**config.mk**
```make
export PLATFORM = sky130hd
export DESIGN_NAME = regfile_scoreboard
export DESIGN_NICKNAME = d
export VERILOG_FILES = /design/src/rtl/regfile_scoreboard.sv
export SDC_FILE = /design/constraint.sdc
export NUM_CORES = 2
export LEC_CHECK = 0
export CORE_MARGIN = 2
export CORE_UTILIZATION = 46
export DETAILED_ROUTE_END_ITERATION = 8
export DONT_BUFFER_PORTS = 1
export SLEW_MARGIN = 10
export SYNTH_ARGS = -nofsm -noshare
export SYNTH_HDL_FRONTEND = slang
export SYNTH_SLANG_ARGS = --single-unit
```
**constraint.sdc**
```tcl
create_clock -name clk -period 5.02 [get_ports clk]
set_input_delay 0.251 -clock clk [delete_from_list [all_inputs] [get_ports clk]]
set_output_delay 0.251 -clock clk [all_outputs]
set_load 0.02 [all_outputs]
```
**src/rtl/regfile_scoreboard.sv**
```systemverilog
// Multi-read-port register file with per-register busy scoreboard and a sequential clear sweep.
// Optional macro REGFILE_WB_BYPASS_EN forwards same-cycle writeback data to reads and issue.
module regfile_scoreboard #(
  parameter int XLEN     = 32,
  parameter int NREGS    = 32,
  parameter int NRD      = 2,
  parameter int ZERO_REG = 1,
  localparam int AW      = $clog2(NREGS)
) (
  input  logic                clk,
  input  logic                rst_n,
  input  logic [NRD*AW-1:0]   rd_addr,
  output logic [NRD*XLEN-1:0] rd_data,
  output logic [NRD-1:0]      rd_busy,
  input  logic                issue_valid,
  input  logic [AW-1:0]       issue_rd,
  output logic                issue_ready,
  input  logic                wb_valid,
  input  logic [AW-1:0]       wb_rd,
  input  logic [XLEN-1:0]     wb_data,
  input  logic                clear_req,
  output logic                clear_busy,
  input  logic [AW-1:0]       dbg_sel,
  output logic [XLEN-1:0]     dbg_data
);

  typedef enum logic {IDLE, CLEAR} state_t;

  state_t          state;
  logic [XLEN-1:0] regs [NREGS];
  logic [NREGS-1:0] busy;
  logic [AW-1:0]   clr_cnt;

  logic wb_en;
  logic issue_wb_hit;
  logic issue_en;

  function automatic logic writable(input logic [AW-1:0] a);
    return !((ZERO_REG != 0) && (a == '0));
  endfunction

  assign wb_en = wb_valid && (state == IDLE) && writable(wb_rd);

  genvar gi;
  generate
    for (gi = 0; gi < NRD; gi++) begin : g_rd
      logic [AW-1:0] addr;
      logic          byp;
      assign addr = rd_addr[gi*AW +: AW];
`ifdef REGFILE_WB_BYPASS_EN
      assign byp = wb_en && (wb_rd == addr);
`else
      assign byp = 1'b0;
`endif
      assign rd_data[gi*XLEN +: XLEN] = byp ? wb_data : (writable(addr) ? regs[addr] : '0);
      assign rd_busy[gi]              = busy[addr] && !byp;
    end
  endgenerate

`ifdef REGFILE_WB_BYPASS_EN
  assign issue_wb_hit = wb_valid && (wb_rd == issue_rd);
`else
  assign issue_wb_hit = 1'b0;
`endif

  // A busy destination stalls issue (WAW) unless its writer retires this cycle.
  assign issue_ready = (state == IDLE) && !(busy[issue_rd] && !issue_wb_hit);
  assign issue_en    = issue_valid && issue_ready && writable(issue_rd);

  assign clear_busy = (state == CLEAR);
  assign dbg_data   = regs[dbg_sel];

  always_ff @(posedge clk or negedge rst_n) begin
    if (!rst_n) begin
      state   <= IDLE;
      clr_cnt <= '0;
      busy    <= '0;
      // NOTE: the array is reset explicitly because architectural state must read 0 after reset.
      for (int r = 0; r < NREGS; r++) regs[r] <= '0;
    end else begin
      case (state)
        IDLE: begin
          if (wb_en) begin
            regs[wb_rd] <= wb_data;
            busy[wb_rd] <= 1'b0;
          end
          // NOTE: later non-blocking assignments win, so a new issue overrides a same-cycle release
          // and a clear request overrides both.
          if (issue_en) busy[issue_rd] <= 1'b1;
          if (clear_req) begin
            state   <= CLEAR;
            busy    <= '0;
            clr_cnt <= AW'((ZERO_REG != 0) ? 1 : 0);
          end
        end
        CLEAR: begin
          regs[clr_cnt] <= '0;
          clr_cnt       <= clr_cnt + AW'(1);
          if (clr_cnt == AW'(NREGS - 1)) state <= IDLE;
        end
        default: state <= IDLE;
      endcase
    end
  end

endmodule
```
==> results.yml <==
clock_tree:
  cts-htree-levels: 3
  cts.clk_slew.worst_paths_ns: 0.06
  cts_root_buffer: "clkbuf_16"
  cts_resized: 0
  postCtsSetupRepairBufs: 0
  clk_latency_ns: 0.78
  clock_sinks: 1062
  cts_tree: "built"
  cts_buffer_depth: 3
  cts_buffers: 120
die:
  die-area_mm2: 0.139
  core_area_mm2: 0.135
  initial_core_util: 0.463
  rows: 135
  die_h_um: 373
  io_pins: 162
  dieWidth_um: 373
timing:
  clock_skew_ns: 0.0273
  slew_headroom: 0.0750
  slew_violations: 0
  worst-slew-pin-transition_ns: 1.38
  fmax_ghz: 0.257
  finalSetupViolations: 0
  rsz0062_at_grt: "no"
  setup-tns-final_ns: 0
  fin_crit_sh: 0.775
  finalCriticalPeriod_ns: 3.89
  hold_viol: 0
  holdWs_ns: 0.0546
synthesis:
  syn_area_mm2: 0.0627
  synthesis.nets: 4456
  synth_area_leaders: "dfrtp_1, mux4_2, a22o_1"
  synth_flop_cell: "dfrtp_1"
  synth_top_cell_by_area: "dfrtp_1"
  yosysMostFrequentCell: "dfrtp_1"
  netlist_top_cells_count: "dfrtp_1, a22o_1, mux4_2, clkbuf_1, o21ai_0"
  ys_seq_elements: 1062
  synth_cell_types: 46
  synthCells: 4389
  ys_warn_count: 0
  ys_async_sr_fraction: 1.00
  avgSynthCellArea_um2: 14.3
  synth_edf_count: 0
  ys_seq_area_frac: 0.424
  yosysTopAreaCellShare: 0.424
global_routing:
  grt_max_degree: 1063
  overflow: 0
  grt_use_met1: 0.495
  grt_use_met2: 0.515
  busiest_layer: "met2"
  grt_pass1_vias: 48200
  grt_pass1_wl_um: 371000
  track_usage: 0.369
  grt_use_met3: 0.144
  antenna_found_initial: 9
placed_design:
  hpwl_um: 136000
  place_congestion: 0.852
  port_buffers: 0
critical_path:
  cpPeakStageDelay_ns: 0.91
  cp.depth: 7
  crit_path_top_delay_cell: "nor2_4"
  cp_top_family: "simple AND/OR/NAND/NOR gates"
  critPathKind: "flop to flop"
  cp_max_fo: 23
  r2r_start: "clear_busy"
  r2r_end: "regs[664]"
  cpMostUsedCell: "buf_4"
  worstPathCellList: "buf_4 > nand4b_1 > nor2_4 > a21oi_4 > buf_4 > a22o_1 > dlygate4sd3_1"
  crit_path_end: "regs[664]"
  crit_required_ns: 5.68
  r2r_slack_ns: 1.13
  arrival_ns: 4.56
  worst_setup_path_start_kind: "flop"
  startpoint: "clear_busy"
  worstRegToRegCells: 7
  cp-end-kind: "flop"
  crit_buf_inv: 3
route:
  drc_errors: 0
  vias_per_cell: 8.12
  final_antenna_net_count: 0
  vias: 49100
  drt_pre_antenna_iters: 6
  totalWireLength_um: 259000
  drtIter0Drc: 7686
  routedWlPerCell_um: 42.8
pwr:
  powerDensity_mw_per_mm2: 382
  p_leak_uw: 0.0292
  p_total_uw: 26700
  ir_drop_mv: 0.363
cells_and_area:
  syn_to_final_growth_pct: 11.6
  fillCellCount: 11200
  nNetsFinal: 4224
  utilization: 0.517
  layout-drive-gt1-share: 0.317
min_path:
  min_path_cells: 2
  hold_path_class: "input pin to flop"
run_status:
  status: "finished, final reports clean"
run:
  drv_cap: 0
==> cell type report <==
| class | count | area, µm² | share of cell area |
|---|---|---|---|
| antenna | 6 | 15.0 | 0.000214 |
| clock buffer | 169 | 3470 | 0.0495 |
| clock inverter | 53 | 742 | 0.0106 |
| inverter | 5 | 23.8 | 0.000340 |
| multi-input combinational | 2720 | 34400 | 0.491 |
| sequential | 1062 | 26600 | 0.380 |
| tap | 1781 | 2230 | 0.0318 |
| timing repair buffer | 248 | 2600 | 0.0371 |
==> repair_timing <==
action / CTS / global route
hold buffers: 111 / 2
setup endpoints to repair: 0 / 0
hold endpoints to repair: 2092 / 166
==> per-layer routing <==
metal | vias up | routed length (µm)
li1 | 18000 | -
met1 | 26100 | 95400
met2 | 4111 | 110000
met3 | 853 | 36200
met4 | 16 | 16700
met5 | - | 191
==> worst reg2reg max path, stage by stage (launching register included) <==
cell and delay [ns]:
dfrtp_1 0.36, buf_4 0.21, nand4b_1 0.87, nor2_4 0.91
a21oi_4 0.24, buf_4 0.40, a22o_1 0.26, dlygate4sd3_1 0.55
==> layout by cell type, fill, tap and decap left out, types with 65 or more instances in the layout <==
cell              n
dfrtp_1        1062
a22o_1          995
mux4_2          794
o21ai_0         162
mux2i_1         131
buf_4           127
clkbuf_16       121
mux2_2          100
dlygate4sd3_1    81
nor2b_1          65
==> worst min path at each step <==
stage                 from        to
2_1_floorplan        rst_n   busy[0]
3_3_place_gp         rst_n  busy[14]
3_5_place_dp         rst_n  busy[14]
4_1_cts              rst_n  busy[14]
5_1_grt        issue_rd[1]  busy[22]
6_report       issue_rd[1]  busy[10]
==> report_power, final <==
group | switching, µW | internal, µW | total [µW] | leakage (µW)
combinational | 2890 | 3110 | 6000 | 0.0124
sequential | 1400 | 9800 | 11200 | 0.0147
clock | 3930 | 5620 | 9550 | 0.00208
==> through the flow <==
stage	area [µm²]	std cells	setup slack [ns]
finish	70000	6044	1.13
global route	70000	6041	1.02
CTS	69800	6030	1.19
detailed placement	64200	5697	1.71
global placement	64200	5697	1.75
floorplan	62700	4389	2.50
==> kinds of logic (layout without fill, tap and decap cells) <==
logic type,Yosys count,after routing,share of synthesized area
and+or+nand+nor,206,206,0.0194
adders and majority gates,5,5,0.000997
muxes,1025,1025,0.324
other,0,6,0
xor gates and xnor gates,2,2,0.000279
AOI/OAI and AO/OA,1482,1482,0.193
DFF,1062,1062,0.424
buffers and inverters,607,475,0.0394
==> sequential cells by signal, indices dropped and copies added, names as in the netlist <==
register and count:
busy 32, clear_busy 1, clr_cnt 5, regs 1024
(Power assumes the default switching activity.)
